==> src/rtl/alu_issue_if.sv <==
// Issue-stage bus: fetch handshake, ALU operand/result link, write-back and debug taps.
`ifndef ALU_OP_AMT
`define ALU_OP_AMT 8
`endif

interface alu_issue_if #(
    parameter int unsigned data_bus_size = 8,
    parameter int unsigned reg_amt       = 8
);
    localparam int unsigned ra = $clog2(reg_amt);
    localparam int unsigned ow = $clog2(`ALU_OP_AMT);

    logic                     instr_valid;
    logic [ow+3*ra-1:0]       instr;
    logic                     instr_ready;
    logic [data_bus_size-1:0] alu_A;
    logic [data_bus_size-1:0] alu_B;
    logic [ow-1:0]            alu_op;
    logic [data_bus_size-1:0] alu_result;
    logic                     wb_valid;
    logic [ra-1:0]            wb_addr;
    logic [data_bus_size-1:0] wb_data;
    logic [ra-1:0]            dbg_addr;
    logic [data_bus_size-1:0] dbg_data;
    logic [15:0]              retired;

    modport master (
        output instr_valid, instr, alu_result, dbg_addr,
        input  instr_ready, alu_A, alu_B, alu_op, wb_valid, wb_addr, wb_data, dbg_data, retired
    );

    modport slave (
        input  instr_valid, instr, alu_result, dbg_addr,
        output instr_ready, alu_A, alu_B, alu_op, wb_valid, wb_addr, wb_data, dbg_data, retired
    );
endinterface

==> src/rtl/alu_issue.sv <==
// Issue/write-back stage: reads the regfile with forwarding, holds ALU operands for one
// execute cycle and writes the ALU result back.
`ifndef ALU_OP_AMT
`define ALU_OP_AMT 8
`endif

module alu_issue #(
    parameter int unsigned data_bus_size = 8,
    parameter int unsigned reg_amt       = 8
) (
    input logic         clk,
    input logic         rst_n,
    alu_issue_if.slave  bus
);
    localparam int unsigned ra = $clog2(reg_amt);
    localparam int unsigned ow = $clog2(`ALU_OP_AMT);
    localparam logic [ow-1:0] OpNop = '0;
    localparam logic [ow-1:0] OpLdi = ow'(1);

    logic [data_bus_size-1:0] regs_q [reg_amt];
    logic                     ready_q;
    logic                     ex_valid_q, ex_valid_d;
    logic [ra-1:0]            ex_rd_q, ex_rd_d;
    logic [ow-1:0]            op_q, op_d;
    logic [data_bus_size-1:0] a_q, a_d;
    logic [data_bus_size-1:0] b_q, b_d;
    logic [15:0]              retired_q;

    logic [ow-1:0]            dec_op;
    logic [ra-1:0]            dec_rd, dec_rs1, dec_rs2;
    logic [2*ra-1:0]          imm_raw;
    logic [data_bus_size-1:0] imm;
    logic                     accept, fwd_en, wb_en;
    logic [data_bus_size-1:0] opnd_a, opnd_b;

    assign dec_op  = bus.instr[ow+3*ra-1 -: ow];
    assign dec_rd  = bus.instr[3*ra-1 -: ra];
    assign dec_rs1 = bus.instr[2*ra-1 -: ra];
    assign dec_rs2 = bus.instr[ra-1:0];
    assign imm_raw = {dec_rs1, dec_rs2};
    assign imm     = data_bus_size'(imm_raw);

    assign accept = bus.instr_valid && ready_q;
    assign wb_en  = ex_valid_q && (op_q != OpNop) && (ex_rd_q != '0);
    // Forwarding mirrors write-back, so r0 and bubbles are never forwarded.
    assign fwd_en = wb_en;
    assign opnd_a = (fwd_en && ex_rd_q == dec_rs1) ? bus.alu_result : regs_q[dec_rs1];
    assign opnd_b = (fwd_en && ex_rd_q == dec_rs2) ? bus.alu_result : regs_q[dec_rs2];

    always_comb begin
        ex_valid_d = accept;
        ex_rd_d    = '0;
        op_d       = OpNop;
        a_d        = '0;
        b_d        = '0;
        if (accept) begin
            ex_rd_d = dec_rd;
            op_d    = dec_op;
            if (dec_op == OpLdi) begin
                a_d = imm;
            end else if (dec_op != OpNop) begin
                a_d = opnd_a;
                b_d = opnd_b;
            end
        end
    end

    always_ff @(posedge clk or negedge rst_n) begin
        if (!rst_n) begin
            ready_q    <= 1'b0;
            ex_valid_q <= 1'b0;
            ex_rd_q    <= '0;
            op_q       <= '0;
            a_q        <= '0;
            b_q        <= '0;
            retired_q  <= '0;
        end else begin
            ready_q    <= 1'b1;
            ex_valid_q <= ex_valid_d;
            ex_rd_q    <= ex_rd_d;
            op_q       <= op_d;
            a_q        <= a_d;
            b_q        <= b_d;
            if (ex_valid_q) retired_q <= retired_q + 16'd1;
        end
    end

    always_ff @(posedge clk or negedge rst_n) begin
        if (!rst_n) begin
            for (int unsigned i = 0; i < reg_amt; i++) regs_q[i] <= '0;
        end else if (wb_en) begin
            regs_q[ex_rd_q] <= bus.alu_result;
        end
    end

    assign bus.instr_ready = ready_q;
    assign bus.alu_A       = a_q;
    assign bus.alu_B       = b_q;
    assign bus.alu_op      = op_q;
    assign bus.wb_valid    = wb_en;
    assign bus.wb_addr     = ex_rd_q;
    assign bus.wb_data     = bus.alu_result;
    assign bus.dbg_data    = regs_q[bus.dbg_addr];
    assign bus.retired     = retired_q;
endmodule
==> src/flat_wrapper.sv <==
// flat-port wrapper written by rule: the top's interface ports become plain ports
module alu_issue_flat 
#(
    parameter int unsigned data_bus_size = 8,
    parameter int unsigned reg_amt       = 8
)
  (clk, rst_n, bus_instr_valid, bus_instr, bus_alu_result, bus_dbg_addr, bus_instr_ready, bus_alu_A, bus_alu_B, bus_alu_op, bus_wb_valid, bus_wb_addr, bus_wb_data, bus_dbg_data, bus_retired);
  alu_issue_if #(.data_bus_size(data_bus_size), .reg_amt(reg_amt)) bus_i ();
  input logic clk;
  input logic rst_n;
  input wire logic [$bits(bus_i.instr_valid)-1:0] bus_instr_valid;
  input wire logic [$bits(bus_i.instr)-1:0] bus_instr;
  input wire logic [$bits(bus_i.alu_result)-1:0] bus_alu_result;
  input wire logic [$bits(bus_i.dbg_addr)-1:0] bus_dbg_addr;
  output wire logic [$bits(bus_i.instr_ready)-1:0] bus_instr_ready;
  output wire logic [$bits(bus_i.alu_A)-1:0] bus_alu_A;
  output wire logic [$bits(bus_i.alu_B)-1:0] bus_alu_B;
  output wire logic [$bits(bus_i.alu_op)-1:0] bus_alu_op;
  output wire logic [$bits(bus_i.wb_valid)-1:0] bus_wb_valid;
  output wire logic [$bits(bus_i.wb_addr)-1:0] bus_wb_addr;
  output wire logic [$bits(bus_i.wb_data)-1:0] bus_wb_data;
  output wire logic [$bits(bus_i.dbg_data)-1:0] bus_dbg_data;
  output wire logic [$bits(bus_i.retired)-1:0] bus_retired;
  assign bus_i.instr_valid = bus_instr_valid;
  assign bus_i.instr = bus_instr;
  assign bus_i.alu_result = bus_alu_result;
  assign bus_i.dbg_addr = bus_dbg_addr;
  assign bus_instr_ready = bus_i.instr_ready;
  assign bus_alu_A = bus_i.alu_A;
  assign bus_alu_B = bus_i.alu_B;
  assign bus_alu_op = bus_i.alu_op;
  assign bus_wb_valid = bus_i.wb_valid;
  assign bus_wb_addr = bus_i.wb_addr;
  assign bus_wb_data = bus_i.wb_data;
  assign bus_dbg_data = bus_i.dbg_data;
  assign bus_retired = bus_i.retired;
  alu_issue #(.data_bus_size(data_bus_size), .reg_amt(reg_amt)) u_core (.clk(clk), .rst_n(rst_n), .bus(bus_i));
endmodule
==> config.mk <==
export PLATFORM = sky130hd
export DESIGN_NAME = alu_issue_flat
export DESIGN_NICKNAME = d
export VERILOG_FILES = /design/src/rtl/alu_issue_if.sv /design/src/rtl/alu_issue.sv /design/src/flat_wrapper.sv
export SDC_FILE = /design/constraint.sdc
export NUM_CORES = 1
export LEC_CHECK = 0
export BUFFER_PORTS_ARGS = -buffer_cell sky130_fd_sc_hd__buf_2
export CORE_AREA = 2 2 130 132
export CTS_CLUSTER_DIAMETER = 60
export CTS_CLUSTER_SIZE = 8
export DETAILED_ROUTE_END_ITERATION = 7
export DIE_AREA = 0 0 132 134
export HOLD_SLACK_MARGIN = 0.05
export PLACE_DENSITY = 0.61
export SYNTH_ARGS = -nofsm -noshare
export SYNTH_HDL_FRONTEND = slang
export SYNTH_SLANG_ARGS = --single-unit
export TNS_END_PERCENT = 50
==> constraint.sdc <==
create_clock -name clk -period 2.15 [get_ports clk]
set_input_delay 0.1075 -clock clk [delete_from_list [all_inputs] [get_ports clk]]
set_output_delay 0.1075 -clock clk [all_outputs]
set_load 0.02 [all_outputs]
### Yosys cells after proc, flatten, opt, wreduce, memory -nomap -nowiden

Index checks and enable logic that the tools add are counted.

| word-level totals | value |
|---|---|
| flip-flop bits (word level) | 104 |
| output and inout port bits | 56 |
| logic and storage cells | 59 |

| cells by class | value |
|---|---|
| add/sub/neg operators | 1 |
| order comparisons | 5 |
| eq/ne operators | 3 |
| multiplexer cells | 22 |
| bitwise gates (word level) | 4 |
| reduce and logical (&&, ||, !) cells | 9 |

Operator list:

| operator | number |
|---|---|
| 8-bit 2-to-1 mux | 15 |
| 8-bit binary-select mux with 3-bit select | 3 |
| 64-bit bitwise mux | 1 |
| 8-bit demux with 3-bit select | 1 |
| 16-bit by 1-bit adder with 16-bit output (second input constant) | 1 |
| 4-bit >= comparator (second input constant) | 4 |
| 3-bit NOT with 4-bit output | 4 |
| 3-bit nonzero test | 3 |
| 3-bit equality test | 2 |
| 1-bit logical AND | 6 |
| 3-bit 2-to-1 mux | 2 |
| 4-bit by 1-bit less-than comparator with 1-bit output (second input constant) | 1 |
| 3-bit by 1-bit equality test with 1-bit output (second input constant) | 1 |

### Logic depth before layout (Yosys ltp)

Gate-level depths: netlist of run 1.

| depth | value |
|---|---|
| word-level depth | 8 |
| gate-level depth with buffers | 7 |
| mapped depth without buffers | 4 |

### Worst setup path after synthesis of run 1

OpenSTA, ideal clock, no wires.

| timing path | value |
|---|---|
| kind | register to register |
| start | register u_core.ex_rd_q[2], in the netlist u_core.bus.wb_addr[2] |
| end | register u_core.a_q[5], in the netlist u_core.bus.alu_A[5] |
| setup time | 122 ps |
| arrival time | 1810 ps |
| slack | 219 ps |
| cell stages (with the launch flop) | 7 |
| path buffers | 2 |
| clock period less this slack | 1931 ps |
| cell sequence | dfrtp_1 -> buf_2 -> xor2_1 -> or3_4 -> buf_6 -> or3_1 -> a32o_1 |

| on the way | value |
|---|---|
| word-level cells in the longest chain between the ends | 7 |
| elaborated cells between the ends (all ways) | 8 |

RTL lines:

| what | RTL line | RTL |
|---|---|---|
| from (decl) | alu_issue.sv:23 | `logic [ra-1:0] ex_rd_q, ex_rd_d;` |
| from (signal assigned) | alu_issue.sv:80 | `ex_rd_q <= ex_rd_d;` |
| 3-bit nonzero test | alu_issue.sv:44 | `assign wb_en = ex_valid_q && (op_q != OpNop) && (ex_rd_q != '0);` |
| 1-bit logical AND | alu_issue.sv:44 |  |
| 1-bit logical AND (*) | alu_issue.sv:47 | `assign opnd_a = (fwd_en && ex_rd_q == dec_rs1) ? bus.alu_result : regs_q[dec_rs1];` |
| 8-bit 2-to-1 mux (*) | alu_issue.sv:47 |  |
| 8-bit 2-to-1 mux (*) | alu_issue.sv:61 | `end else if (dec_op != OpNop) begin` |
| 8-bit 2-to-1 mux (*) | alu_issue.sv:59 | `if (dec_op == OpLdi) begin` |
| 8-bit 2-to-1 mux (*) | alu_issue.sv:56 | `if (accept) begin` |
| named net u_core.a_d[5] | alu_issue.sv:25 | `logic [data_bus_size-1:0] a_q, a_d;` |
| to (signal assigned) | alu_issue.sv:74 | `a_q <= '0;` |
| to (signal assigned) | alu_issue.sv:82 | `a_q <= a_d;` |
| to (decl) | alu_issue.sv:25 |  |

The timed path passes the listed nets; every way through them passes the cells marked *.
A chain may end at the register's enable or synchronous reset.

### Worst setup path after layout of run 1

| timing path | value |
|---|---|
| start | register u_core.ex_valid_q |
| end | register u_core.a_q[3], in the netlist u_core.bus.alu_A[3] |

| on the way | value |
|---|---|
| word-level cells in the longest chain between the ends | 7 |

RTL lines:

| what | RTL line | RTL |
|---|---|---|
| from (decl) | alu_issue.sv:22 | `logic ex_valid_q, ex_valid_d;` |
| from (signal assigned) | alu_issue.sv:79 | `ex_valid_q <= ex_valid_d;` |
| 1-bit logical AND (2 in a row) | alu_issue.sv:44 |  |
| 1-bit logical AND | alu_issue.sv:47 |  |
| 8-bit 2-to-1 mux | alu_issue.sv:47 |  |
| 8-bit 2-to-1 mux | alu_issue.sv:61 |  |
| 8-bit 2-to-1 mux | alu_issue.sv:59 |  |
| 8-bit 2-to-1 mux | alu_issue.sv:56 |  |
| named net u_core.a_d[3] | alu_issue.sv:25 |  |

The timed path passes the listed nets, and every way through them passes these cells.

==> results of run 1 <==
kinds of logic after synthesis:
| logic type | Yosys count | share of synthesized area [%] |
|---|---|---|
| AOI/OAI and AO/OA | 36 | 4.71 |
| DFF | 104 | 46.7 |
| xor gates and xnor gates | 19 | 2.99 |
| buffers and inverters | 43 | 4.11 |
| and+or+nand+nor | 52 | 5.46 |
| other | 1 | 0.0673 |
| adders and majority gates | 1 | 0.224 |
| muxes | 131 | 35.8 |
synthesized netlist by cell type, types with 2 or more instances:
master / number / area (µm²)
inv_1: 2 / 7.51
nor2_1: 7 / 26.3
buf_1: 2 / 7.51
nor3_2: 3 / 30.0
mux2_2: 65 / 732
mux2i_1: 18 / 180
and3_1: 8 / 50.1
nand3_1: 5 / 25.0
nand2_1: 5 / 18.8
mux4_2: 48 / 1080
buf_4: 10 / 75.1
o31ai_1: 10 / 75.1
buf_6: 2 / 22.5
xor2_1: 11 / 96.3
nor3_1: 4 / 20.0
or3_1: 8 / 50.1
clkbuf_1: 15 / 56.3
a32o_1: 6 / 60.1
buf_2: 12 / 60.1
dfrtp_1: 104 / 2600
xnor2_1: 8 / 70.1
a21oi_1: 10 / 50.1
nand2b_1: 2 / 12.5
nand4_1: 3 / 18.8
o21ai_0: 6 / 30.0
state kept, by name, indices dropped and copies added, names as in the netlist:
name and cells:
u_core.bus.alu_B 8, u_core.bus.retired 16, u_core.regs_q 64, u_core.bus.alu_A 8
u_core.ex_valid_q 1, u_core.bus.instr_ready 1, u_core.bus.wb_addr 3, u_core.bus.alu_op 3
per-stage QoR:
stage	util, %	hold slack [ps]
floorplan	-	-188
global placement	38.3	128
detailed placement	38.3	135
CTS	40.6	66.6
global route	40.6	92.7
finish	40.6	77.6
how the worst max path moves through the flow:
stage,start,end,slack [ps],depth (start not counted)
global placement,u_core.ex_valid_q,u_core.bus.alu_A[2],320,4
detailed placement,u_core.ex_valid_q,u_core.bus.alu_A[2],280,4
floorplan,u_core.bus.wb_addr[2],u_core.bus.alu_A[5],220,6
CTS,u_core.ex_valid_q,u_core.bus.alu_A[2],270,4
global route,u_core.ex_valid_q,u_core.bus.alu_A[1],190,4
finish,u_core.ex_valid_q,u_core.bus.alu_A[3],280,4
area by class of cell:
class	instances	area [µm²]	share of cell area, %
Inverter	2	7.51	0.113
Sequential cell	104	2600	39.3
Clock buffer	10	239	3.61
Timing Repair Buffer	110	681	10.3
Tap cell	220	275	4.16
Clock inverter	6	72.6	1.10
Multi-Input combinational cell	240	2740	41.4
routing by layer:
metal,vias to the layer above,GRT usage [%],share of wire (%)
met3,18,2.72,3.3
met1,1929,21.1,43
met2,82,29.1,52
li1,1635,-,-
met5,-,0,0
met4,0,5.31,1.9
power groups by stage:
stage	clock (mW)	sequential, mW	combinational, mW
after floorplan	0	2.34	0.502
after global placement	0	2.31	0.822
after detailed placement	0	2.32	0.846
after CTS	1.75	2.28	0.855
after global routing	1.83	2.31	0.910
final	1.71	2.28	0.844
==> Flow_metrics.wiki, run 1 <==
{| class="wikitable"
! Metric !! Value
|-
| Tot GR Track Use || 16.6%
|-
| Core Footprint || 16,300 µm²
|-
| Library cell used as clock root buffer || clkbuf_16
|-
| Setup slack on the worst flop-to-flop path || 280 ps
|-
| Outcome || complete, no violations
|-
| Number of clock buffers inserted by TritonCTS || 9
|-
| Placement Setup Slack || 282 ps
|-
| Maximum clock path buffer count || 2
|-
| Global-route congestion overflow total || 0
|-
| Die outline width || 132 µm
|-
| Via count || 3,664
|-
| Final worst path period need || 1870 ps
|-
| Setup TNS || 0 ps
|-
| Number of endpoints failing setup at the final stage || 0
|-
| Number of I/O pins || 82
|-
| Leakage || 3.07 nW
|-
| Placed wire-length estimate after detailed placement || 9950 µm
|-
| Area of placed instances || 6240 µm²
|-
| Post-Syn Area per Cell || 14.4 µm²
|-
| Crit path capture type || register
|-
| Count of nets after finishing || 494
|-
| Wire length per cell || 20.5 µm
|-
| Setup repair after global routing missed its margin || false
|-
| Number of cells on the worst reg-to-reg path || 4
|-
| Top_reg_cell synth || dfrtp_1
|-
| Number of violations reported at the end of detailed-routing iteration 0 || 283
|-
| Register share of total power || 47.2%
|-
| Worst Min Path Start || bus_instr_valid
|-
| Sinks on the clock net || 104
|-
| Level count of the clock H-tree || 3
|-
| Net switching power || 1.35 mW
|-
| Worst-case clock skew || 10.5 ps
|-
| Post-route cell area || 6620 µm²
|-
| DRC violations left || 0
|-
| Hold Buf Count CTS || 7
|-
| Crit share post-route || 86.9%
|-
| Hold crit path type || in2reg
|-
| Clock latency of the later-clocked register in the worst-skew pair || 350 ps
|-
| Cell area after technology mapping || 5570 µm²
|-
| Number of cells produced by synthesis || 387
|-
| Total instance count after detailed placement || 669
|-
| Relative max-transition margin || 36.6%
|-
| Worst Hold End || u_core.bus.alu_op[2]
|-
| Power density over the cells || 731 nW/µm²
|-
| Commonest non-fill, non-tap cells in the layout || dfrtp_1 (104), buf_2 (80), mux2_2 (65), mux4_2 (48), buf_4 (20)
|-
| Number of global-route vias before repair || 3,999
|-
| Buffers inserted during post-CTS setup optimization || 0
|-
| Ordered list of cells on the worst path || o31ai_4 > or3_4 > or3_1 > a32o_1
|-
| Number of filler instances in the final layout || 1,492
|-
| Reg clk slew, reported paths || 70 ps
|-
| Initial Utilization || 34.2%
|-
| Post-detailed-routing wire length || 14,200 µm
|-
| Internal Pwr Total || 3.48 mW
|-
| Largest vdd supply drop || 0.000427 V
|-
| Net count after synthesis || 414
|-
| Count of final max-slew check failures || 0
|-
| Maximum number of pins on one net before global-route repair || 41
|-
| Endpoint required time on the critical path || 2380 ps
|-
| Largest stage delay on the critical path || 510 ps
|-
| Detail-routed via count per cell || 5.29
|-
| Row cnt || 47
|-
| Number of antenna violations at the first check in global routing || 0
|-
| Synth warn || 0
|-
| Achievable Freq || 535 MHz
|-
| Worst Setup Slack, final || 282 ps
|-
| Area Overhead vs Synth || 18.8%
|-
| Final hold violations || 0
|-
| Critical path type || reg2reg
|-
| Placer Congestion || 0.863
|-
| Clock share of power || 35.4%
|-
| Leading cell type in the layout, fill and taps excluded || dfrtp_1
|-
| Proportion of power drawn by combinational gates || 17.4%
|-
| Overall die height || 134 µm
|-
| Critical path fanouts, max || 15
|-
| Share of layout cells above drive strength 1 || 50.6%
|-
| Total iterations of the first detailed-routing run || 4
|-
| Wire length of the first global-routing pass || 22,500 µm
|-
| Register bit total from synthesis || 104
|-
| Count of distinct cell types in the synthesized netlist || 38
|-
| Destination of the worst register-to-register timing path || u_core.bus.alu_A[3]
|-
| Family of cells with the greatest summed delay on the critical path || simple AND/OR/NAND/NOR gates
|-
| Number of I/O port buffers || 81
|-
| Clock tree from TritonCTS || built
|-
| Pwr Total || 4.84 mW
|-
| Switching share of total power || 28.0%
|-
| Arrival time worst endpoint || 2100 ps
|-
| Number of cells on the worst hold path || 2
|-
| Share of synthesized flip-flops with an asynchronous set or reset || 100%
|-
| Antenna diodes || 0
|-
| Standard cell with the maximum stage delay on the critical path || dfrtp_1
|-
| CTS resizes || 0
|-
| Antenna-violating nets left || 0
|-
| Post-synth EDFFs || 0
|-
| Finished Layout Cells || 692
|-
| Worst Max-Slew Pin Slew || 948 ps
|-
| Sequential cell area fraction in the yosys report || 46.7%
|-
| Critical Path Start Type || register
|-
| Number of buffer and inverter instances along the worst setup path || 0
|-
| Die ar. || 17,700 µm²
|-
| Max-cap violations || 0
|-
| Reg-to-Reg Start || u_core.ex_valid_q
|}
(Power assumes the default switching activity.)
==> run 2: changes to the inputs <==
--- a/config.mk
+++ b/config.mk
@@ -6,13 +6,13 @@
 export NUM_CORES = 1
 export LEC_CHECK = 0
 export BUFFER_PORTS_ARGS = -buffer_cell sky130_fd_sc_hd__buf_2
-export CORE_AREA = 2 2 130 132
-export CTS_CLUSTER_DIAMETER = 60
+export CORE_AREA = 2 2 109 111
 export CTS_CLUSTER_SIZE = 8
 export DETAILED_ROUTE_END_ITERATION = 7
-export DIE_AREA = 0 0 132 134
+export DIE_AREA = 0 0 111 113
 export HOLD_SLACK_MARGIN = 0.05
-export PLACE_DENSITY = 0.61
+export PLACE_DENSITY = 0.78
+export RECOVER_POWER = 50
 export SYNTH_ARGS = -nofsm -noshare
 export SYNTH_HDL_FRONTEND = slang
 export SYNTH_SLANG_ARGS = --single-unit
==> Flow_metrics.wiki, run 2 (synthesized netlist as in run 1, its figures left out) <==
{| class="wikitable"
! Metric !! Value
|-
| Number of flip-flops under the largest register name || 64
|-
| Reg-to-Reg Start || u_core.ex_valid_q
|-
| Library cell used as clock root buffer || clkbuf_16
|-
| Sinks on the clock net || 104
|-
| Placed wire-length estimate after detailed placement || 9150 µm
|-
| Initial Utilization || 49.5%
|-
| CTS resizes || 0
|-
| Worst-case clock skew || 8.80 ps
|-
| Arrival time worst endpoint || 2130 ps
|-
| Clock tree from TritonCTS || built
|-
| Number of global-route vias before repair || 3,814
|-
| Register share of total power || 48.1%
|-
| Achievable Freq || 529 MHz
|-
| Endpoint required time on the critical path || 2380 ps
|-
| Post-route cell area || 6410 µm²
|-
| Final hold violations || 0
|-
| Number of I/O port buffers || 81
|-
| Sequential cell area || 2600 µm²
|-
| Count of nets after finishing || 488
|-
| Commonest non-fill, non-tap cells in the layout || dfrtp_1 (104), mux2_2 (65), mux4_2 (48), clkbuf_1 (41), buf_2 (39)
|-
| Core Footprint || 11,300 µm²
|-
| Switching share of total power || 27.7%
|-
| Worst Min Path Start || bus_instr[10]
|-
| Leading cell type in the layout, fill and taps excluded || dfrtp_1
|-
| Setup repair after global routing missed its margin || false
|-
| Internal Pwr Total || 3.44 mW
|-
| Reg clk slew, reported paths || 70 ps
|-
| Maximum number of pins on one net before global-route repair || 71
|-
| Relative max-transition margin || 40.2%
|-
| Proportion of power drawn by combinational gates || 17.3%
|-
| Number of cells on the worst reg-to-reg path || 4
|-
| Setup slack on the worst flop-to-flop path || 260 ps
|-
| Detail-routed via count per cell || 6.20
|-
| Destination of the worst register-to-register timing path || u_core.bus.alu_A[0]
|-
| Footprint of the multi-input gates || 2740 µm²
|-
| Core utilization of the finished layout || 56.8%
|-
| Most flops, register || u_core.regs_q
|-
| Critical path fanouts, max || 15
|-
| Finished Layout Cells || 608
|-
| Number of filler instances in the final layout || 878
|-
| Largest vdd supply drop || 0.000350 V
|-
| Number of endpoints failing setup at the final stage || 0
|-
| Die ar. || 12,500 µm²
|-
| Level count of the clock H-tree || 3
|-
| DRC violations left || 0
|-
| Largest stage delay on the critical path || 520 ps
|-
| Die outline width || 111 µm
|-
| Crit share post-route || 88.0%
|-
| Worst Max-Slew Pin Slew || 897 ps
|-
| Number of antenna violations at the first check in global routing || 0
|-
| Ordered list of cells on the worst path || o31ai_4 > or3_4 > or3_1 > a32o_1
|-
| Max-cap violations || 0
|-
| Number of clock buffers inserted by TritonCTS || 9
|-
| Critical Path Start Type || register
|-
| Area Overhead vs Synth || 14.9%
|-
| Maximum clock path buffer count || 2
|-
| Total iterations of the first detailed-routing run || 5
|-
| Wire length of the first global-routing pass || 21,100 µm
|-
| Post-detailed-routing wire length || 13,500 µm
|-
| Number of I/O pins || 82
|-
| Area of placed instances || 6100 µm²
|-
| Clock share of power || 34.6%
|-
| Number of cells on the worst hold path || 2
|-
| Final worst path period need || 1890 ps
|-
| Row cnt || 39
|-
| Crit path capture type || register
|-
| Number of violations reported at the end of detailed-routing iteration 0 || 308
|-
| Critical path type || reg2reg
|-
| Power density over the cells || 742 nW/µm²
|-
| Clock latency of the later-clocked register in the worst-skew pair || 350 ps
|-
| Global-route congestion overflow total || 0
|-
| Antenna-violating nets left || 0
|-
| Leakage || 2.86 nW
|-
| Hold crit path type || in2reg
|-
| Worst Hold End || u_core.bus.alu_op[1]
|-
| Antenna diodes || 0
|-
| Outcome || complete, no violations
|-
| Overall die height || 113 µm
|-
| Placer Congestion || 0.836
|-
| Via count || 3,770
|-
| Tot GR Track Use || 22.2%
|-
| Wire length per cell || 22.2 µm
|-
| Buffers inserted during post-CTS setup optimization || 0
|-
| Setup TNS || 0 ps
|-
| Share of layout cells above drive strength 1 || 41.3%
|-
| Total instance count after detailed placement || 587
|-
| Count of final max-slew check failures || 0
|-
| Standard cell with the maximum stage delay on the critical path || dfrtp_1
|-
| Net switching power || 1.32 mW
|}
==> run 2: worst max-delay path by stage <==
stage	from	end	slack, ps	cells past startpoint
after floorplan	u_core.bus.wb_addr[2]	u_core.bus.alu_A[5]	220	6
after global placement	u_core.ex_valid_q	u_core.bus.alu_A[4]	330	4
after detailed placement	u_core.ex_valid_q	u_core.bus.alu_A[0]	270	4
after CTS	u_core.ex_valid_q	u_core.bus.alu_A[0]	260	4
after global routing	u_core.ex_valid_q	u_core.bus.alu_A[0]	170	4
final	u_core.ex_valid_q	u_core.bus.alu_A[0]	260	4
==> run 2: final cells by class <==
cell class | count | area share, %
inverter | 2 | 0.117
multi-input combinational | 240 | 42.8
clock buffer | 10 | 3.73
clock inverter | 5 | 0.898
tap | 143 | 2.79
sequential | 104 | 40.6
timing repair buffer | 104 | 9.04
==> run 2: worst max-delay path: cells and delay by family (launching register included) <==
family          cells  cell delay, ps
flops               1             520
compound gates      2             440
simple gates        2             820
==> run 2: through the flow <==
step | total power [mW] | hold WS (ps) | worst slack [ps]
floorplan | 2.85 | -188 | 219
global placement | 3.11 | 80.7 | 327
detailed placement | 3.14 | 92.0 | 267
CTS | 4.79 | 57.6 | 258
global route | 4.94 | 74.5 | 170
finish | 4.75 | 68.8 | 259
==> run 2: layer usage <==
metal,global-route usage [%],routed length [µm],vias up
met5,0,0,-
met1,28.5,5480,1962
met3,6.21,851,25
met4,8.42,303,0
met2,36.5,6880,162
li1,-,-,1621
==> run 2: repair_timing <==
action                                 4_1_cts  5_1_grt
endpoints found under the hold margin       39        0
hold buffers                                 6        0
setup endpoints to repair                    0        0
==> run 2: power by group through the flow <==
stage	sequential, mW	combinational (mW)	clock [mW]
after global routing	2.31	0.884	1.75
after detailed placement	2.31	0.830	0
after floorplan	2.34	0.502	0
after global placement	2.30	0.805	0
final	2.29	0.823	1.64
after CTS	2.28	0.844	1.67
